===== src/rtl/fifo_pkg.sv =====
// rtl/fifo_pkg.sv - shared constants and helpers for the sized FIFO
// Purpose: ceil-log2 helper used for port/pointer widths and the bit
// positions of the sticky ERR flags.
package fifo_pkg;

  // Bit positions inside ERR[1:0].
  localparam int ERR_UNDERFLOW = 0;
  localparam int ERR_OVERFLOW  = 1;

  // ceil(log2(n)); clog2(1) = 0, clog2(5) = 3.
  function automatic int clog2(input int n);
    int r;
    int v;
    r = 0;
    v = 1;
    while (v < n) begin
      v = v * 2;
      r = r + 1;
    end
    return r;
  endfunction

endpackage


===== src/rtl/fifo_ram.sv =====
// rtl/fifo_ram.sv - body storage for the sized FIFO (entries 1..depth-1)
// Purpose: simple register-file storage, one synchronous write port and one
// asynchronous read port, no reset (contents are don't-care until written).
// Ports:
//   clk    in   clock
//   we     in   write enable
//   waddr  in   write address
//   wdata  in   write data
//   raddr  in   read address
//   rdata  out  read data, combinational from raddr
module fifo_ram #(
  parameter int width   = 1,
  parameter int entries = 3,
  parameter int aw      = 2
) (
  input  logic             clk,
  input  logic             we,
  input  logic [aw-1:0]    waddr,
  input  logic [width-1:0] wdata,
  input  logic [aw-1:0]    raddr,
  output logic [width-1:0] rdata
);

  logic [width-1:0] mem [entries];

  always_ff @(posedge clk) begin
    if (we) begin
      mem[waddr] <= wdata;
    end
  end

  assign rdata = mem[raddr];

endmodule


===== src/rtl/sized_fifo_lvl.sv =====
// rtl/sized_fifo_lvl.sv - depth-parametrised FIFO with registered head, count and level flags
// Purpose: synchronous FIFO keeping entry 0 in a head register (D_OUT) and
// entries 1..depth-1 in a circular fifo_ram. COUNT and all flags are
// registered from the next-state count, so no ENQ/DEQ -> output comb path.
// Ports:
//   CLK, RST          clock; asynchronous active-high reset
//   CLR               synchronous clear, overrides ENQ/DEQ
//   D_IN, ENQ, DEQ    enqueue data/strobe, dequeue strobe
//   D_OUT             head entry, valid while EMPTY_N=1
//   FULL_N, EMPTY_N   free-entry / valid-entry flags
//   COUNT             occupancy 0..depth
//   ALMOST_FULL_N     0 when COUNT >= af_thresh
//   ALMOST_EMPTY_N    0 when COUNT <= ae_thresh
//   ERR               sticky {enq_overflow, deq_underflow}
module sized_fifo_lvl
  import fifo_pkg::*;
#(
  parameter int   width     = 1,
  parameter int   depth     = 4,
  parameter logic guarded   = 1'b1,
  parameter int   af_thresh = depth - 1,
  parameter int   ae_thresh = 1
) (
  input  logic                      CLK,
  input  logic                      RST,
  input  logic                      CLR,
  input  logic [width-1:0]          D_IN,
  input  logic                      ENQ,
  input  logic                      DEQ,
  output logic [width-1:0]          D_OUT,
  output logic                      FULL_N,
  output logic                      EMPTY_N,
  output logic [clog2(depth+1)-1:0] COUNT,
  output logic                      ALMOST_FULL_N,
  output logic                      ALMOST_EMPTY_N,
  output logic [1:0]                ERR
);

  localparam int CW     = clog2(depth + 1);
  localparam int AW_RAW = clog2(depth - 1);
  // depth=2 leaves a single body slot; keep at least one address bit.
  localparam int AW     = (AW_RAW < 1) ? 1 : AW_RAW;

  localparam logic [CW-1:0] DEPTH_C  = CW'(depth);
  localparam logic [CW-1:0] ONE_C    = CW'(1);
  localparam logic [CW-1:0] AF_C     = CW'(af_thresh);
  localparam logic [CW-1:0] AE_C     = CW'(ae_thresh);
  localparam logic [AW-1:0] PTR_LAST = AW'(depth - 2);

  // Body pointers wrap explicitly so non-power-of-2 depths work.
  function automatic logic [AW-1:0] ptr_inc(input logic [AW-1:0] p);
    return (p == PTR_LAST) ? '0 : p + AW'(1);
  endfunction

  logic [CW-1:0]    count_q, count_d;
  logic [AW-1:0]    wr_ptr_q, wr_ptr_d;
  logic [AW-1:0]    rd_ptr_q, rd_ptr_d;
  logic [width-1:0] head_q, head_d;
  logic [1:0]       err_q, err_d;
  logic             empty_n_q, empty_n_d;
  logic             full_n_q, full_n_d;
  logic             almost_full_n_q, almost_full_n_d;
  logic             almost_empty_n_q, almost_empty_n_d;

  logic             ram_we;
  logic [width-1:0] ram_rdata;

  logic is_empty;
  logic is_full;
  logic deq_ok;
  logic enq_ok;

  assign is_empty = (count_q == '0);
  assign is_full  = (count_q == DEPTH_C);
  assign deq_ok   = DEQ && !is_empty;
  // When full, an ENQ only lands if the same-cycle DEQ frees a slot and the
  // part is unguarded.
  assign enq_ok   = ENQ && (!is_full || (DEQ && !guarded));

  always_comb begin
    count_d  = count_q;
    wr_ptr_d = wr_ptr_q;
    rd_ptr_d = rd_ptr_q;
    head_d   = head_q;
    err_d    = err_q;
    ram_we   = 1'b0;

    if (CLR) begin
      count_d  = '0;
      wr_ptr_d = '0;
      rd_ptr_d = '0;
      err_d    = '0;
    end else begin
      if (ENQ && !enq_ok) begin
        err_d[ERR_OVERFLOW] = 1'b1;
      end
      if (DEQ && is_empty) begin
        err_d[ERR_UNDERFLOW] = 1'b1;
      end

      unique case ({enq_ok, deq_ok})
        2'b10: begin
          if (is_empty) begin
            head_d = D_IN;
          end else begin
            ram_we   = 1'b1;
            wr_ptr_d = ptr_inc(wr_ptr_q);
          end
          count_d = count_q + ONE_C;
        end
        2'b01: begin
          if (count_q != ONE_C) begin
            head_d   = ram_rdata;
            rd_ptr_d = ptr_inc(rd_ptr_q);
          end
          count_d = count_q - ONE_C;
        end
        2'b11: begin
          if (count_q == ONE_C) begin
            // Body is empty: the new entry becomes the head directly.
            head_d = D_IN;
          end else begin
            // Async read sees the old slot even when wr_ptr == rd_ptr (full).
            head_d   = ram_rdata;
            rd_ptr_d = ptr_inc(rd_ptr_q);
            ram_we   = 1'b1;
            wr_ptr_d = ptr_inc(wr_ptr_q);
          end
        end
        default: begin
        end
      endcase
    end

    empty_n_d        = (count_d != '0);
    full_n_d         = (count_d != DEPTH_C);
    almost_full_n_d  = (count_d < AF_C);
    almost_empty_n_d = (count_d > AE_C);
  end

  always_ff @(posedge CLK or posedge RST) begin
    if (RST) begin
      count_q          <= '0;
      wr_ptr_q         <= '0;
      rd_ptr_q         <= '0;
      err_q            <= '0;
      empty_n_q        <= 1'b0;
      full_n_q         <= 1'b1;
      almost_full_n_q  <= 1'b1;
      almost_empty_n_q <= 1'b0;
    end else begin
      count_q          <= count_d;
      wr_ptr_q         <= wr_ptr_d;
      rd_ptr_q         <= rd_ptr_d;
      err_q            <= err_d;
      empty_n_q        <= empty_n_d;
      full_n_q         <= full_n_d;
      almost_full_n_q  <= almost_full_n_d;
      almost_empty_n_q <= almost_empty_n_d;
    end
  end

  // Head is data storage, intentionally not reset.
  always_ff @(posedge CLK) begin
    head_q <= head_d;
  end

  fifo_ram #(
    .width   (width),
    .entries (depth - 1),
    .aw      (AW)
  ) u_ram (
    .clk   (CLK),
    .we    (ram_we),
    .waddr (wr_ptr_q),
    .wdata (D_IN),
    .raddr (rd_ptr_q),
    .rdata (ram_rdata)
  );

  assign D_OUT          = head_q;
  assign COUNT          = count_q;
  assign EMPTY_N        = empty_n_q;
  assign FULL_N         = full_n_q;
  assign ALMOST_FULL_N  = almost_full_n_q;
  assign ALMOST_EMPTY_N = almost_empty_n_q;
  assign ERR            = err_q;

endmodule


===== config.mk =====
export PLATFORM = sky130hd
export DESIGN_NAME = sized_fifo_lvl
export DESIGN_NICKNAME = d
export VERILOG_FILES = /design/src/rtl/fifo_pkg.sv /design/src/rtl/fifo_ram.sv /design/src/rtl/sized_fifo_lvl.sv
export SDC_FILE = /design/constraint.sdc
export NUM_CORES = 1
export LEC_CHECK = 0
export CAP_MARGIN = 20
export CORE_UTILIZATION = 45
export DETAILED_ROUTE_END_ITERATION = 7
export GPL_ROUTABILITY_DRIVEN = 0
export PLACE_DENSITY = 0.76
export SETUP_SLACK_MARGIN = 0.3
export SYNTH_ARGS = -nofsm -noshare
export SYNTH_HDL_FRONTEND = slang
export SYNTH_SLANG_ARGS = --single-unit

===== constraint.sdc =====
create_clock -name CLK -period 6.4 [get_ports CLK]
set_clock_uncertainty 0.15 [all_clocks]
set_input_delay 0.96 -clock CLK [delete_from_list [all_inputs] [get_ports CLK]]
set_output_delay 0.96 -clock CLK [all_outputs]
set_load 0.03 [all_outputs]

# --- Yosys cells after proc, flatten, opt, wreduce, memory -nomap -nowiden ---
# Memory sizes are Yosys's and may differ from the RTL's.
# Index checks and enable logic that the tools add are counted.
totals:
  reg_bits: 14
  ram_bits: 3
  wordCells: 74
  memories: 1
classes:
  add_sub_neg: 4
  order_cmp: 2
  n_eq_ne: 14
  muxes: 25
  bitwise_logic: 1
  reduce_logical: 17
memory_table:
  columns: ["memory", "words", "width", "rd", "rd_clocked_by_memory_dff", "write_ports", "line", "text"]
  rows:
  - ["u_ram.mem", 3, 1, 1, 0, 1, "fifo_ram.sv:24", "logic [width-1:0] mem [entries];"]
ops:
  columns: ["cell", "n"]
  rows:
  - ["$mux 2", 9]
  - ["$ne 3x3->1 const B", 4]
  - ["$reduce_bool 3->1", 4]
  - ["$mux 1", 10]
  - ["$eq 2x2->1 const B", 4]
  - ["$pmux 2 s2", 2]
  - ["$pmux 3 s2", 1]
  - ["$reduce_and 3->1", 2]
  - ["$add 2x1->2 const B", 2]
  - ["$logic_and 1x1->1", 4]
  - ["$ne 2x2->1 const B", 2]
  - ["$reduce_and 4->1", 1]
  - ["$reduce_bool 2->1", 2]
  - ["$add 3x1->3 const B", 1]
  - ["$eq 3x1->1 const B", 1]
  - ["$eq 3x3->1 const B", 1]
  - ["$gt 3x1->1 const B", 1]
  - ["$logic_not 1->1", 3]
  - ["$logic_not 3->1", 1]
  - ["$lt 3x2->1 const B", 1]
  - ["$mux 3", 1]
  - ["$ne 3x1->1 const B", 1]
  - ["$pmux 1 s3", 1]
  - ["$sub 3x1->3 const B", 1]
  - ["other kinds (3)", 3]

# --- Logic depth before layout (Yosys ltp) ---
# Gate-level depths: netlist (run 1).
logic_depth:
  ltp_word: 8
  depth_mapped: 11
  mapped_depth_nobuf: 10

# --- Hierarchy ---
# Synthesis (run 1) repeated with hierarchy kept, for this count alone.
unflattened:
  cells_unflattened: 100
  hier_area_um2: 973.4
modules_own_cells:
  columns: ["mod", "n_inst", "cells_per_inst", "area_each_um2"]
  rows:
  - ["sized_fifo_lvl", 1, 91, 839.6]
  - ["fifo_ram", 1, 9, 133.9]

# --- Worst setup path after synthesis (run 1) ---
# No wires, ideal clock.
synth_timing:
  path_type: "register to register"
  startpoint: "reg count_q[0], in the netlist COUNT[0]"
  endpoint: "reg empty_n_q, in the netlist EMPTY_N"
  arrival_time_ps: 2238
  setup_slack_ps: 3928
  path_stages_with_launch: 12
  n_path_buf: 1
  path_cell_list: "dfrtp_1 -> inv_1 -> ha_1 -> buf_6 -> nand2_1 -> nand2_1 -> inv_1 -> ha_1 -> nor2b_1 -> a211oi_2 -> nor2_2 -> a41oi_2"
synth_via:
  elab_chain_cells: 7
synth_rtl:
  columns: ["element", "line", "text"]
  rows:
  - ["from (decl)", "sized_fifo_lvl.sv:55", "logic [CW-1:0] count_q, count_d;"]
  - ["from (signal assigned)", "sized_fifo_lvl.sv:152", "count_q <= count_d;"]
  - ["$eq 3x3->1 or $logic_not 3->1 (tied branches)", "sized_fifo_lvl.sv:74, sized_fifo_lvl.sv:73", null]
  - ["$logic_not 1->1, on equally long branches", "sized_fifo_lvl.sv:78, sized_fifo_lvl.sv:75", null]
  - ["$logic_and 1x1->1, on equally long branches", "sized_fifo_lvl.sv:78, sized_fifo_lvl.sv:75", null]
  - ["$eq 2x1->1 or $eq 2x2->1 (tied branches)", "sized_fifo_lvl.sv:101", "unique case ({enq_ok, deq_ok})"]
  - ["$pmux 3 s2 (*)", "sized_fifo_lvl.sv:101", null]
  - ["$mux 3 (*)", "sized_fifo_lvl.sv:88", "if (CLR) begin"]
  - ["via count_d[1]", "sized_fifo_lvl.sv:55", null]
  - ["$reduce_bool 3->1 (*)", "sized_fifo_lvl.sv:135", "empty_n_d = (count_d != '0);"]
  - ["via empty_n_d", "sized_fifo_lvl.sv:60", "logic empty_n_q, empty_n_d;"]
  - ["to (signal assigned)", "sized_fifo_lvl.sv:156", "empty_n_q <= empty_n_d;"]
  - ["to (decl)", "sized_fifo_lvl.sv:60", null]
# The timed path passes the listed nets; every way through them passes the cells marked *.
# A chain may end at the register's enable or synchronous reset.

# --- Worst setup path after layout (run 1) ---
layout_timing:
  startpoint: "in DEQ"
  endpoint: "reg empty_n_q, in the netlist EMPTY_N"
layout_via:
  elab_chain_cells: 5
layout_rtl:
  columns: ["element", "line", "text"]
  rows:
  - ["from (decl)", "sized_fifo_lvl.sv:29", "input logic DEQ,"]
  - ["$logic_and 1x1->1 (*)", "sized_fifo_lvl.sv:75", "assign deq_ok = DEQ && !is_empty;"]
  - ["$eq 2x1->1 or $eq 2x2->1 (tied branches)", "sized_fifo_lvl.sv:101", null]
  - ["$pmux 3 s2 (*)", "sized_fifo_lvl.sv:101", null]
  - ["$mux 3 (*)", "sized_fifo_lvl.sv:88", null]
  - ["via count_d[1]", "sized_fifo_lvl.sv:55", null]
  - ["$reduce_bool 3->1 (*)", "sized_fifo_lvl.sv:135", null]
  - ["via empty_n_d", "sized_fifo_lvl.sv:60", null]
# Marks and branches as above.

==> results of run 1 <==
## layout make-up
cell class,instances,share of cell area [%]
multi-input combinational,74,42.89
sequential,17,37.18
timing repair buffer,15,12.46
tap,27,2.804
inverter,8,2.492
clock buffer,4,2.181
## registers in the layout (all words and copies together), names as in the netlist
name and flops:
COUNT 3, u_ram.mem 3, ERR 2, rd_ptr_q 2
wr_ptr_q 2, ALMOST_EMPTY_N 1, ALMOST_FULL_N 1, D_OUT 1
EMPTY_N 1, FULL_N 1
## path summary, 6_finish.rpt
path,slack [ns],cells after the start,start,end
worst max-delay path,3.52,8,DEQ,EMPTY_N$_DFF_PP0_
worst min-delay path,0.36,2,ERR[0]$_DFFE_PP0P_,ERR[0]$_DFFE_PP0P_
worst max register to register,3.72,10,COUNT[0]$_DFF_PP0_,EMPTY_N$_DFF_PP0_
worst min register to register,0.36,2,ERR[0]$_DFFE_PP0P_,ERR[0]$_DFFE_PP0P_
max in group asynchronous,4.90,2,RST,ALMOST_FULL_N$_DFF_PP1_
min in group asynchronous,0.84,2,RST,rd_ptr_q[0]$_DFFE_PP0P_
## where the power goes
part / internal [uW] / switching, uW / total (uW)
Sequential: 129 / 11.9 / 140
Clock: 24.2 / 30.9 / 55.1
Combinational: 68.8 / 94.8 / 164
## per-stage QoR
step	setup slack (ns)	utilization [%]	hold WS (ns)
2_1_floorplan	3.928	-	0.3939
3_3_place_gp	3.311	57.72	0.3411
3_5_place_dp	3.224	57.72	0.3422
4_1_cts	3.524	59.01	0.3677
5_1_grt	3.360	59.01	0.4129
6_report	3.517	59.01	0.3604
## kinds of logic (layout without fill, tap and decap cells)
logic type | count (synthesis) | count (layout) | synth area share (%)
compound gates | 26 | 26 | 18.21
fa+ha+maj | 9 | 9 | 11.07
buf+inv | 11 | 27 | 5.166
flops | 17 | 17 | 44.03
mux | 3 | 3 | 3.075
simple gates | 36 | 36 | 18.45
## layer usage
metal	track usage, %	routed length (um)
met2	29.28	909
met1	22.27	925
met3	5.556	86
met4	2.857	0
met5	0	0
## cells in the mapped netlist, types with 2 or more instances
cell	instances	area [um^2]
edfxtp_1	4	120.1
dfstp_2	2	52.55
nand2_1	11	41.29
ha_1	9	112.6
a31oi_1	3	18.77
or2_1	2	12.51
nor2_1	6	22.52
nor3_1	2	10.01
inv_1	7	26.28
o21ai_0	2	10.01
dfrtp_1	11	275.3
a21oi_1	6	30.03
or3_1	2	12.51
o21ai_1	5	25.02
mux2i_1	2	20.02
nor2b_1	8	50.05
## critical path: stages
cell             delay (ns)
clkdlybuf4s50_1        0.48
nand2_1                0.21
inv_1                  0.09
ha_1                   0.38
nor2b_1                0.17
a211oi_2               0.33
nor2_2                 0.08
a41oi_2                0.22
==> results.md, run 1 <==
- Drt initial violations: 9
- Final Hold Fails: 0
- Layout cells sized above 1: 9.322%
- Syn Std Cell Area: 0.001017 mm^2
- Actual slew at the worst max-slew pin: 0.5876 ns
- Final setup violation count: 0
- Post-synth EDFFs: 4
- Setup Crit Path Kind: in2reg
- # resized after CTS: 0
- Clock Path Buffers: 2
- N_diodes: 0
- Initial core utilization: 49.82%
- H-tree lvl count: 1
- Postcts setup bufs: 0
- Peak supply drop: 0.1726 mV
- Boundary Pins: 16
- Netlist cell types: 36
- Final worst-path cycle share: 45.04%
- DP HPWL: 1384 um
- Storage cell area: 447.9 um^2
- Syn avg cell area: 9.973 um^2
- Non-Filler Instances: 145
- RSZ-0062 raised after global routing: false
- Finished Cell Area: 0.001205 mm^2
- Die area: 0.002455 mm^2
- Setup_tns: 0 ns
- Vias in the first global route: 715
- WP data arrival: 2.93 ns
- Drt pass-1 iters: 4
- Pwr per Cell Area: 298.1 mW/mm^2
- Global-route wire length before repair: 3249 um
- Required time of the worst setup path: 6.44 ns
- Area Overhead vs Synth: 18.45%
- Max Cap Viol: 0
- Clock-pin transition on the worst setup and hold timing paths: 0.09 ns
- CP endpoint kind: register
- GRT Total Usage: 17.49%
- Sequential area share after synthesis: 44.03%
- DR WL/cell: 13.25 um
- Most frequent cells in the layout: clkdlybuf4s50_1 (15), dfrtp_1 (11), nand2_1 (11)
- Cells after DPL: 141
- PnR Total Power: 359.2 uW
- Ys Warns: 0
- Worst-Skew Late Latency: 0.28 ns
- Fmax: 346.9 MHz
- IO Port Bufs: 15
- DRC: 0
- Leakage: 0.0005086 uW
- Die X: 49.55 um
- Syn nets: 117
- Synth Flop Type: dfrtp_1
- Fillers: 185
- Layout Nets: 134
- Seq cells post-synth: 17
- CP Max Fanout: 6
- Tmin final: 2.883 ns
- Post-DP Area: 0.001179 mm^2
- Avg Vias per Cell: 5.228
- Synth async-reset ratio: 76.47%
- CTS tree: built
- FP Rows: 16
- CTS Buf Count: 3
- Final WL: 1921 um
- Cells after Synth: 102
- DRT antenna net count: 0
- Core area: 0.002042 mm^2
- Hold Path Class: reg2reg
- Root buffer cell: clkbuf_4
- Vias: 758
- Area of the multi-input gates: 516.7 um^2
- GRT overflow: 0
- Initial antenna violation count: 0
- Status: completed
- Die Y: 49.55 um
- Cts hold-fix bufs: 0
- Max-slew violations: 0
- Most common cell after layout, fill and taps aside: clkdlybuf4s50_1
- Worst setup SP type: input pin
- Slew margin rel.: 60.70%
- CTS sink count: 17
- Largest net degree at the start of global routing: 15
Power figures use the tool's default switching activity.
==> run 2, diff against run 1 <==
==> constraint.sdc (replaced) <==
create_clock -name CLK -period 3 [get_ports CLK]
set_clock_uncertainty 0.15 [all_clocks]
set_input_delay 0.45 -clock CLK [delete_from_list [all_inputs] [get_ports CLK]]
set_output_delay 0.45 -clock CLK [all_outputs]
set_load 0.03 [all_outputs]
==> results.md, run 2 (synthesized netlist as in run 1, its figures left out) <==
- Status: completed
- Final setup violation count: 0 (unchanged)
- Die Y: 49.55 um (unchanged)
- Setup_tns: 0 ns (unchanged)
- PnR Total Power: 788.2 uW (+120%)
- N_diodes: 0 (unchanged)
- Max-slew violations: 0 (unchanged)
- H-tree lvl count: 1 (unchanged)
- Slowest-stage cell, CP: dfrtp_1
- CTS tree: built
- Initial antenna violation count: 0 (unchanged)
- Global-route wire length before repair: 3636 um (+12%)
- Hold Path Class: in2async
- R2R cell count: 10 (unchanged)
- Final worst-path cycle share: 83.74%
- Leakage: 0.0005201 uW (+2.3%)
- Boundary Pins: 16 (unchanged)
- Worst-Skew Late Latency: 0.28 ns (about the same)
- Initial core utilization: 49.82% (unchanged)
- Pwr per Cell Area: 636.3 mW/mm^2 (+110%)
- Largest net degree at the start of global routing: 14 (-1)
- Layout Nets: 136 (+1.5%)
- Critical R2R Capture: rd_ptr_q[0]$_DFFE_PP0P_
- Required time of the worst setup path: 3.02 ns (-3.42 ns)
- Comb power frac: 47.0% (+1.5 points)
- Vias in the first global route: 805 (+13%)
- CTS Buf Count: 3 (unchanged)
- R2R setup slack: 0.49 ns (-3.23 ns)
- Drt pass-1 iters: 4 (unchanged)
- DR WL/cell: 14.29 um (+7.9%)
- Most used cell, CP: nand2_1
- Most frequent cells in the layout: clkdlybuf4s50_1 (15), dfrtp_1 (11), nand2_1 (11)
- Largest registers: COUNT: 3 flops, u_ram.mem: 3 flops
- FP Rows: 16 (unchanged)
- Fmax: 398.0 MHz
- Avg Vias per Cell: 5.537 (+5.9%)
- Seq pwr share: 37.9% (-1.2 points)
- Final hold slack: 0.3349 ns (-0.02543 ns)
- Die area: 0.002455 mm^2 (unchanged)
- Most common cell after layout, fill and taps aside: clkdlybuf4s50_1
- DRT antenna net count: 0 (unchanged)
- Max Cap Viol: 0 (unchanged)
- Die X: 49.55 um (unchanged)
- CTS sink count: 17 (unchanged)
- DRC: 0 (unchanged)
- RR Startpoint: COUNT[0]$_DFF_PP0_
- WP data arrival: 2.54 ns (-0.39 ns)
- Root buffer cell: clkbuf_4
- CP max stage delay: 0.45 ns (-0.03 ns)
- Vias: 814 (+7.4%)
- Clock Path Buffers: 2 (unchanged)
- Setup Crit Path Kind: reg2reg
- Pint: 483.8 uW (+120%)
- Slew margin rel.: 65.64% (+4.9 points)
- Switching power: 304.4 uW (+120%)
- Switching Share: 38.62% (+0.30 points)
- Clock power frac: 15.1% (-0.3 points)
- RSZ-0062 raised after global routing: false
- Cts hold-fix bufs: 0 (unchanged)
- IO Port Bufs: 15 (unchanged)
- CP Max Fanout: 9 (+3)
- Final Hold Fails: 0 (unchanged)
- GRT Total Usage: 19.43% (+1.9 points)
- DP HPWL: 1543 um (+11%)
- Actual slew at the worst max-slew pin: 0.5149 ns (-0.07270 ns)
- Tmin final: 2.512 ns
- Postcts setup bufs: 0 (unchanged)
- GRT overflow: 0 (unchanged)
- Layout cells sized above 1: 12.50% (+3.2 points)
- Area Overhead vs Synth: 21.77%
- Worst-path cell chain: inv_1 > ha_4 > nand2_1 > nand2_1 > inv_1 > ha_1 > o21a_1 > o21ai_1 > nand2_1 > mux2_1
- # resized after CTS: 0 (unchanged)
- Clock-pin transition on the worst setup and hold timing paths: 0.10 ns (about the same)
- Peak supply drop: 0.3989 mV (+130%)
- CP endpoint kind: register
- Worst setup SP type: register
- Final WL: 2101 um (+9.4%)
- Drt initial violations: 32 (+23)
- Core area: 0.002042 mm^2 (unchanged)
[run 2: cell types whose count changed in the layout (fill, tap and decap cells not counted), sizes merged]
| cell | before | now |
|---|---|---|
| buf | 0 | 2 |
[run 2: worst max-delay path, delay by kind of cell, from the launching register on]
| kind | cells | cell delay [ns] |
|---|---|---|
| adder cells (fa/ha/maj) | 2 | 0.49 |
| AND/OR/NAND/NOR | 3 | 0.38 |
| AO/OA/AOI/OAI | 2 | 0.37 |
| flip-flops | 1 | 0.45 |
| multiplexers | 1 | 0.33 |
| buffers and inverters | 2 | 0.24 |
[run 2: worst max-delay path by stage]
stage	to	start
after floorplan	EMPTY_N$_DFF_PP0_	COUNT[0]$_DFF_PP0_
after global placement	EMPTY_N$_DFF_PP0_	COUNT[0]$_DFF_PP0_
after detailed placement	EMPTY_N$_DFF_PP0_	COUNT[0]$_DFF_PP0_
after CTS	EMPTY_N$_DFF_PP0_	COUNT[0]$_DFF_PP0_
after global routing	EMPTY_N$_DFF_PP0_	COUNT[0]$_DFF_PP0_
final	rd_ptr_q[0]$_DFFE_PP0P_	COUNT[0]$_DFF_PP0_
[run 2: power by group through the flow]
stage                     Sequential [uW]  Clock (uW)  Combinational [uW]
final                                 299         119                 371
after global routing                  304         135                 405
after CTS                             299         124                 358
after detailed placement              303           0                 355
after global placement                301           0                 346
after floorplan                       348           0                 214
[run 2: area by class of cell]
cell class                 instances  area, um^2
clock buffer                       4       26.28
timing repair buffer              17       165.2
multi-input combinational         74       535.5
inverter                           8       30.03
fill                             186       803.3
tap                               27       33.78
sequential                        17       447.9
[run 2: stage by stage]
| stage | setup WS [ns] | instance area, um^2 | util [%] | std cells |
|---|---|---|---|---|
| 3_3_place_gp | 0.4090 | 1194 | 58.46 | 143 |
| 2_1_floorplan | 0.5282 | 1017 | - | 102 |
| 5_1_grt | 0.3276 | 1239 | 60.66 | 147 |
| 4_1_cts | 0.3199 | 1220 | 59.74 | 147 |
| 6_report | 0.4877 | 1239 | 60.66 | 147 |
| 3_5_place_dp | 0.3588 | 1194 | 58.46 | 143 |
[run 2: metal layers]
layer / vias up / part of all wire [%] / GRT usage [%] / routed length, um
li1: 390 / - / - / -
met1: 397 / 42 / 24.90 / 888
met2: 27 / 52 / 33.78 / 1090
met3: 0 / 5.8 / 5.247 / 122
met4: 0 / 0 / 1.429 / 0
met5: - / 0 / 0 / 0
==> run 3, diff against run 2 <==
==> constraint.sdc (replaced) <==
create_clock -name CLK -period 2.4 [get_ports CLK]
set_clock_uncertainty 0.15 [all_clocks]
set_input_delay 0.36 -clock CLK [delete_from_list [all_inputs] [get_ports CLK]]
set_output_delay 0.36 -clock CLK [all_outputs]
set_load 0.03 [all_outputs]
==> results.md, run 3 (synthesized netlist as in run 1, its figures left out) <==
- Final hold slack: 0.2388 ns (-0.09613 ns)
- Cells after DPL: 146 (+2.1%)
- Leakage: 0.0005815 uW (+12%)
- Clock Path Buffers: 2 (unchanged)
- CTS sink count: 17 (unchanged)
- Largest registers: COUNT: 3 flops, u_ram.mem: 3 flops
- Fmax: 480.6 MHz (+21%)
- Final setup violation count: 0 (unchanged)
- Initial antenna violation count: 0 (unchanged)
- Pwr per Cell Area: 789.9 mW/mm^2 (+24%)
- Non-Filler Instances: 157 (+6.8%)
- Die area: 0.002455 mm^2 (unchanged)
- Final worst-path cycle share: 86.69% (+2.9 points)
- Worst-Skew Late Latency: 0.29 ns (about the same)
- FP Rows: 16 (unchanged)
- Root buffer cell: clkbuf_4
- Most common cell after layout, fill and taps aside: clkdlybuf4s50_1
- CTS tree: built
- Area of the multi-input gates: 666.9 um^2 (+25%)
- Slew margin rel.: 66.12% (+0.48 points)
- Fillers: 151 (-19%)
- RSZ-0062 raised after global routing: true
- Required time of the worst setup path: 2.44 ns (-0.58 ns)
- Vias in the first global route: 825 (+2.5%)
- DRC: 0 (unchanged)
- Hold Path Class: in2async
- Drt pass-1 iters: 4 (unchanged)
- DP HPWL: 1602 um (+3.8%)
- Avg Vias per Cell: 5.459 (-1.4%)
- Status: completed
- Layout Nets: 146 (+7.4%)
- Setup_tns: 0 ns (unchanged)
- Die X: 49.55 um (unchanged)
- IO Port Bufs: 15 (unchanged)
- Most frequent cells in the layout: clkdlybuf4s50_1 (15), buf_4 (12), dfrtp_1 (8)
- Storage cell area: 451.7 um^2 (+0.84%)
- Final Hold Fails: 0 (unchanged)
- CP endpoint kind: register
- Area Overhead vs Synth: 43.30%
- Die Y: 49.55 um (unchanged)
- N_diodes: 0 (unchanged)
- CP Max Fanout: 8 (-1)
- Actual slew at the worst max-slew pin: 0.5076 ns (-0.007261 ns)
- Core area: 0.002042 mm^2 (unchanged)
- Boundary Pins: 16 (unchanged)
- GRT overflow: 0 (unchanged)
- Vias: 857 (+5.3%)
- Final WL: 2342 um (+11%)
- WP data arrival: 2.12 ns (-0.42 ns)
- Largest net degree at the start of global routing: 14 (unchanged)
- Drt initial violations: 30 (-6.3%)
- Clock-pin transition on the worst setup and hold timing paths: 0.11 ns (about the same)
- Global-route wire length before repair: 3739 um (+2.8%)
- Layout cells sized above 1: 39.23% (+27 points)
- Max-slew violations: 0 (unchanged)
- Peak supply drop: 0.4881 mV (+22%)
- Tmin final: 2.081 ns (-0.4317 ns)
- Max Cap Viol: 0 (unchanged)
- DR WL/cell: 14.92 um (+4.4%)
- H-tree lvl count: 1 (unchanged)
- CTS Buf Count: 3 (unchanged)
- Worst setup SP type: register
- DRT antenna net count: 0 (unchanged)
- Initial core utilization: 49.82% (unchanged)
- Setup Crit Path Kind: reg2reg
- GRT Total Usage: 21.12% (+1.7 points)
- PnR Total Power: 1151 uW (+46%)
-- run 3: cell types whose count changed in the layout (fill, tap and decap cells not counted), moves of 2 or more --
| cell | delta |
|---|---|
| o21ai_1 | -5 |
| dfrtp_2 | +3 |
| inv_4 | +3 |
| nand2_2 | +2 |
| inv_1 | -4 |
| nand2_4 | +2 |
| buf_4 | +10 |
| o21ai_2 | +5 |
| dfrtp_1 | -3 |
| ha_4 | +3 |
| ha_1 | -3 |
| nand2_1 | -5 |
-- run 3: per-layer routing --
metal / vias up / global-route usage [%] / wire [um] / share of wire, %
li1: 414 / - / - / -
met3: 5 / 2.778 / 79 / 3.4
met1: 416 / 27.63 / 1065 / 45
met2: 22 / 34.01 / 1148 / 49
met5: - / 0 / 0 / 0
met4: 0 / 10.48 / 48 / 2.0
-- run 3: final timing paths --
path,cells after the start,slack (ns),start,endpoint
worst min-delay path,2,0.24,RST,rd_ptr_q[0]$_DFFE_PP0P_
worst max-delay path,10,0.32,COUNT[1]$_DFF_PP0_,ALMOST_EMPTY_N$_DFF_PP0_
worst max register to register,10,0.32,COUNT[1]$_DFF_PP0_,ALMOST_EMPTY_N$_DFF_PP0_
worst min register to register,2,0.37,ERR[0]$_DFFE_PP0P_,ERR[0]$_DFFE_PP0P_
max in group asynchronous,2,1.49,RST,COUNT[2]$_DFF_PP0_
min in group CLK,2,0.37,ERR[0]$_DFFE_PP0P_,ERR[0]$_DFFE_PP0P_
-- run 3: worst max-delay path, cell delays in order, from the launching register on --
cell,delay (ns)
dfrtp_2,0.45
inv_4,0.08
ha_4,0.17
nand2_2,0.07
nand2_4,0.09
inv_4,0.06
ha_4,0.19
nor2b_2,0.16
o21ai_2,0.21
a31oi_4,0.13
or2_1,0.22
-- run 3: power breakdown --
part           total [uW]  switching, uW  leakage, uW  internal [uW]
Combinational         618            335     0.000363            283
Clock                 159           96.5    0.0000177           62.1
Sequential            375           30.6     0.000201            344
-- run 3: final cells by class --
type / instances / area share, %
clock buffer: 3 / 1.545
clock inverter: 1 / 0.3433
inverter: 8 / 2.575
multi-input combinational: 74 / 45.75
sequential: 17 / 30.99
tap: 27 / 2.318
timing repair buffer: 27 / 16.48
-- run 3: through the flow --
| step | setup slack, ns | area, um^2 | utilization (%) |
|---|---|---|---|
| 3_5_place_dp | 0.1418 | 1314 | 64.34 |
| 6_report | 0.3194 | 1458 | 71.38 |
| 3_3_place_gp | 0.1699 | 1314 | 64.34 |
| 4_1_cts | 0.3001 | 1376 | 67.40 |
| 2_1_floorplan | 0.2283 | 1115 | - |
| 5_1_grt | 0.2504 | 1458 | 71.38 |
-- run 3: repair_timing --
item | 4_1_cts | 5_1_grt
pin swaps | 3 | 9
setup buffers | 4 | 3
hold buffers | 0 | 0
gates resized for setup | 1 | 12
setup endpoints to repair | 6 | 10
